File: src/rtl/pipe_skid_reg.sv
// Two-entry elastic pipeline register (main + skid) with a fully registered in_ready.
// Optional macro PIPE_SKID_LEVEL_EN adds a registered 2-bit occupancy output `level`.
module pipe_skid_reg #(
  parameter int WIDTH = 18
) (
  input  logic             clk,
  input  logic             rst,
  input  logic             ce,
  input  logic [WIDTH-1:0] in_data,
  input  logic             in_valid,
  output logic             in_ready,
  output logic [WIDTH-1:0] out_data,
  output logic             out_valid,
  input  logic             out_ready
`ifdef PIPE_SKID_LEVEL_EN
  ,
  output logic [1:0]       level
`endif
);

  // State encoding mirrors {main valid, skid valid}; 2'b01 is unreachable.
  typedef enum logic [1:0] {
    EMPTY = 2'b00,
    ONE   = 2'b10,
    FULL  = 2'b11
  } state_e;

  state_e           state_q, state_d;
  logic [WIDTH-1:0] main_data_q, main_data_d;
  logic [WIDTH-1:0] skid_data_q, skid_data_d;
  logic             ready_q, ready_d;
  logic             main_v;
  logic             in_fire, out_fire;

  assign main_v    = state_q[1];
  assign in_ready  = ready_q & ce;
  assign out_valid = main_v & ce;
  assign out_data  = main_data_q;
  assign in_fire   = in_valid & in_ready;
  assign out_fire  = out_valid & out_ready;

  always_comb begin
    state_d     = state_q;
    main_data_d = main_data_q;
    skid_data_d = skid_data_q;
    case (state_q)
      EMPTY: begin
        if (in_fire) begin
          state_d     = ONE;
          main_data_d = in_data;
        end
      end
      ONE: begin
        if (in_fire && out_fire) begin
          main_data_d = in_data;
        end else if (in_fire) begin
          state_d     = FULL;
          skid_data_d = in_data;
        end else if (out_fire) begin
          state_d = EMPTY;
        end
      end
      FULL: begin
        // in_ready is low here, so only the drain into main can happen.
        if (out_fire) begin
          state_d     = ONE;
          main_data_d = skid_data_q;
        end
      end
      default: state_d = EMPTY;
    endcase
    ready_d = (state_d != FULL);
  end

`ifdef PIPE_SKID_LEVEL_EN
  logic [1:0] level_q, level_d;

  always_comb begin
    level_d = 2'd0;
    case (state_d)
      ONE:     level_d = 2'd1;
      FULL:    level_d = 2'd2;
      default: level_d = 2'd0;
    endcase
  end

  always_ff @(posedge clk) begin
    if (rst) begin
      level_q <= 2'd0;
    end else if (ce) begin
      level_q <= level_d;
    end
  end

  assign level = level_q;
`endif

  always_ff @(posedge clk) begin
    if (rst) begin
      state_q     <= EMPTY;
      ready_q     <= 1'b0;
      main_data_q <= '0;
      skid_data_q <= '0;
    end else if (ce) begin
      state_q     <= state_d;
      ready_q     <= ready_d;
      main_data_q <= main_data_d;
      skid_data_q <= skid_data_d;
    end
  end

endmodule

File: config.mk
export PLATFORM = sky130hd
export DESIGN_NAME = pipe_skid_reg
export DESIGN_NICKNAME = d
export VERILOG_FILES = /design/src/rtl/pipe_skid_reg.sv
export SDC_FILE = /design/constraint.sdc
export NUM_CORES = 1
export LEC_CHECK = 0
export ABC_AREA = 1
export BUFFER_PORTS_ARGS = -buffer_cell sky130_fd_sc_hd__buf_2
export CAP_MARGIN = 20
export CORE_ASPECT_RATIO = 1.1
export CORE_MARGIN = 4
export CORE_UTILIZATION = 53
export DETAILED_ROUTE_END_ITERATION = 7
export PLACE_DENSITY = 0.79
export SLEW_MARGIN = 20
export SYNTH_ARGS = -nofsm -noshare
export SYNTH_HDL_FRONTEND = slang
export SYNTH_SLANG_ARGS = --single-unit
File: constraint.sdc
create_clock -name clk -period 1.9 [get_ports clk]
set_clock_uncertainty 0.1 [all_clocks]
set_input_delay 0.38 -clock clk [delete_from_list [all_inputs] [get_ports clk]]
set_output_delay 0.38 -clock clk [all_outputs]
set_load 0.005 [all_outputs]
## Yosys cells after proc, flatten, opt, wreduce, memory -nomap -nowiden

Index checks and enable logic that the tools add are counted.

| storage, ports and cells | value |
|---|---|
| flip-flop bits (word level) | 39 |
| bits of input ports | 23 |
| output and inout port bits | 20 |

| cells by class | value |
|---|---|
| eq/ne operators | 6 |
| multiplexer cells | 10 |
| bitwise operators | 5 |
| reduce and logical (&&, ||, !) cells | 5 |

Operators with widths:

| kind | number |
|---|---|
| 18-bit 2-to-1 mux | 3 |
| 18-bit one-hot mux with 3 select lines | 1 |
| 2-bit 2-to-1 mux | 5 |
| 2-bit inequality test, second input constant | 4 |
| 2-bit one-hot mux with 3 select lines | 1 |
| 5-bit AND reduction | 1 |
| 1-bit AND | 4 |
| 2-bit equality test, second input constant | 2 |
| 4-bit AND reduction | 1 |
| 3-bit nonzero test | 1 |
| 2-bit zero test | 1 |
| 1-bit logical AND | 1 |
| 1-bit inverter | 1 |

## Depth between registers and ports, before layout

| depth | value |
|---|---|
| word-level depth | 7 |
| mapped depth | 10 |
| depth with buffers taken out | 9 |

## Least setup slack after synthesis

Ideal clock, no wire load.

| timing | value |
|---|---|
| kind | reg2reg |
| start point | register state_q[1] |
| end point | register skid_data_q[1] |
| setup time | 0.116 ns |
| data arrival time | 1.411 ns |
| data required time | 1.684 ns |
| path slack | 0.273 ns |
| cell stages (with the launch flop) | 9 |
| period minus slack after synthesis | 1.627 ns |
| path through | dfxtp_1 -> ha_1 -> inv_1 -> nor2_2 -> nand2_1 -> buf_6 -> buf_6 -> o21ai_0 -> nor2_1 |

| between the ends | value |
|---|---|
| cells in the longest elaborated chain, start to end | 5 |
| elaborated cells between the ends (all ways) | 6 |

RTL lines:

| element | line | RTL |
|---|---|---|
| start, declared | 28 | `state_e state_q, state_d;` |
| start signal, assigned | 105 | `state_q <= state_d;` |
| 1-bit AND | 37 | `assign out_valid = main_v & ce;` |
| 1-bit AND | 40 | `assign out_fire = out_valid & out_ready;` |
| 1-bit logical AND | 54 | `if (in_fire && out_fire) begin` |
| 1-bit inverter (no line) | n/a |  |
| 4-bit AND reduction (no line) (*) | n/a |  |
| end signal, assigned | 108 | `skid_data_q <= skid_data_d;` |
| end, declared | 30 | `logic [WIDTH-1:0] skid_data_q, skid_data_d;` |

Mark *: on every way between the ends. The rest lies on a longest branch, timed or not.
A chain may end at the register's enable or synchronous reset.

## Worst setup path in the final report

| timing | value |
|---|---|
| start point | register state_q[1] |
| end point | register skid_data_q[5] |

The elaborated chain is that of the path after synthesis.

==> results.txt <==
IO Count - 43
DR iter-0 viols - 148
Setup violations, final - 0
Initial antenna violation count - 0
Clk pwr share - 27.7%
Syn nets - 275
Fin. max-slew vios - 0
Syn avg cell area - 7.65 µm²
Crit Path Max Fanout - 18
Worst Tran Pin Value - 333 ps
Post-Route WL - 3770 µm
Synth warn - 0
Crit path kind - flop to flop
Peak supply drop - 0.359 mV
FF-to-FF path depth - 7
Crit. End Element - flop
Crit path required time - 2070 ps
Fraction of power spent switching nets - 25.3%
IO buf count - 42
Vias per inst - 4.88
Wirelength per Cell - 11.1 µm
Post-Syn Area - 1890 µm²
Post-route cell area - 2180 µm²
Maximum clock rate - 598 MHz
Root Driver - clkbuf_4
Chip Width - 64.9 µm
Leak - 0.967 nW
Gate Count Post-Synth - 247
Final Non-Filler Cells - 339
Hold Crit Class - input port to flop
P&R area growth vs syn - 15.3%
Proportion of power drawn by flip-flops and latches - 59.6%
Netlist cell types - 19
Initial Util - 55.8%
Post-synthesis sequential area ratio - 41.3%
Register bit total from synthesis - 39
Sink Count - 39
Global route overflow - 0
Htree depth - 2
GRT Util Overall - 17.8%
Global-route wire length before repair - 6570 µm
Gate power share - 12.6%
Cts bufs inserted - 5
Core region area - 3390 µm²
NetSw - 0.000361 W
Layout cells sized above 1 - 21.6%
Status - finished clean
Worst Hold Path Cells - 2
DRT antenna net count - 0
P per Cell Area - 655 nW/µm²
Area post-placement - 2130 µm²
Relative slew margins - 77.8%
Int Power - 0.00106 W
R2r setup slk - 230 ps
Critical path launch point type - flop
Row Count - 22
Total of max-cap violations - 0
Total negative slack - 0 ps
Worst R2R End - skid_data_q[5]
Critical R2R Launch - state_q[1]
# resized after CTS - 0
Unrepaired setup endpoints after global routing - false
Startpoint of the worst hold path - rst
Vias in the first global route - 1499
CTS tree - built
First drt pass iteration count - 4
Final Hold Vio Count - 0
WHS - 125 ps
Die area - 4590 µm²
Largest net degree at the start of global routing - 38
Antenna cell count - 0
CTS clk-pin slew, worst paths - 100 ps
Data arrival, critical path - 1840 ps
Post-detail-place hpwl - 2630 µm
CTS Buffer Depth - 2
Skew-Pair Late Insertion Delay - 330 ps
Vias post-DR - 1656
Chip height - 70.6 µm
Fillcell total - 325
Hold Path Sink - state_q[1]
RePlAce Congestion - 0.891
Post-CTS setup buffers - 0
Final period utilization - 88.0%
Cts hold-fix bufs - 0
Fin crit period - 1670 ps
Dpl cells - 331
Final net count - 318
Drt drc - 0
-- layout make-up --
type,instances,area (µm²),area share [%]
sequential,39,781,35.8
multi-input combinational,180,940,43.1
timing repair buffer,50,295,13.6
inverter,14,52.6,2.41
clock inverter,1,5.00,0.230
clock buffer,7,45.0,2.07
tap,48,60.1,2.76
-- how the worst max path moves through the flow --
stage / end / startpoint / cells past startpoint
detailed placement: out_data[15] / state_q[1] / 7
CTS: skid_data_q[5] / state_q[1] / 7
global route: out_data[10] / state_q[1] / 9
floorplan: skid_data_q[1] / state_q[1] / 8
global placement: ready_q / state_q[1] / 9
finish: skid_data_q[5] / state_q[1] / 7
-- layout by cell type, fill, tap and decap left out, types with 5 or more instances in the layout --
master    synthesis  final
mux2i_1          18     18
nor2_1           57     57
inv_1            11     11
o21ai_0          15     15
a21oi_1          20     20
dfxtp_1          39     39
clkbuf_4          0      5
nand2_1          33     33
buf_4             5      6
nand3_1          22     22
o21ai_1           5      5
buf_2             0     42
ha_1              5      5
-- Yosys cell counts --
| cell type | n | area [µm²] |
|---|---|---|
| a21oi_1 | 20 | 100 |
| ha_1 | 5 | 62.6 |
| buf_4 | 5 | 37.5 |
| buf_6 | 6 | 67.6 |
| nand3_1 | 22 | 110 |
| o21ai_1 | 5 | 25.0 |
| o21ai_0 | 15 | 75.1 |
| nand2_2 | 1 | 6.26 |
| o21ai_4 | 1 | 16.3 |
| inv_1 | 11 | 41.3 |
| inv_2 | 2 | 7.51 |
| clkinv_1 | 1 | 3.75 |
| nand2_1 | 33 | 124 |
| nand3_2 | 2 | 20.0 |
| dfxtp_1 | 39 | 781 |
| mux2i_1 | 18 | 180 |
| clkbuf_1 | 3 | 11.3 |
| nor2_2 | 1 | 6.26 |
| nor2_1 | 57 | 214 |
-- sequential cells by signal (all words and copies together) (netlist names) --
| name | count |
|---|---|
| out_data | 18 |
| ready_q | 1 |
| skid_data_q | 18 |
| state_q | 2 |
-- cells by family after synthesis --
| logic type | Yosys count | share of synthesized area, % |
|---|---|---|
| AO/OA/AOI/OAI | 41 | 11.5 |
| adder cells (fa/ha/maj) | 5 | 3.31 |
| buffers and inverters | 28 | 8.94 |
| flip-flops | 39 | 41.3 |
| multiplexers | 18 | 9.54 |
| AND/OR/NAND/NOR | 116 | 25.4 |
-- stage by stage --
step	total power [W]	setup WS (ps)	utilization, %
6_report	0.00143	229	64.3
5_1_grt	0.00151	25.4	64.3
4_1_cts	0.00144	222	64.3
3_5_place_dp	0.00105	242	62.9
3_3_place_gp	0.00105	274	62.9
2_1_floorplan	0.000982	273	-
-- per-layer routing --
metal | GRT usage (%) | up-vias | part of all wire (%)
li1 | - | 891 | -
met5 | 0 | - | 0
met1 | 23.2 | 722 | 47
met3 | 4.92 | 7 | 5.7
met4 | 7.28 | 0 | 1.8
met2 | 27.5 | 36 | 46
-- worst max-delay path: stages (launching register included) --
cell and delay, ps:
dfxtp_1 460, ha_1 220, inv_1 80, nor2_2 150
nand2_1 140, inv_2 280, nor2_1 90, nor2_1 110
-- power by group through the flow --
stage / Combinational (W) / Clock (W) / Sequential (W)
after floorplan: 0.000111 / 0 / 0.000871
after global placement: 0.000178 / 0 / 0.000870
after detailed placement: 0.000181 / 0 / 0.000870
after CTS: 0.000181 / 0.000408 / 0.000851
after global routing: 0.000207 / 0.000450 / 0.000855
final: 0.000180 / 0.000396 / 0.000851
Note: power is estimated with default switching activity, not from simulation.
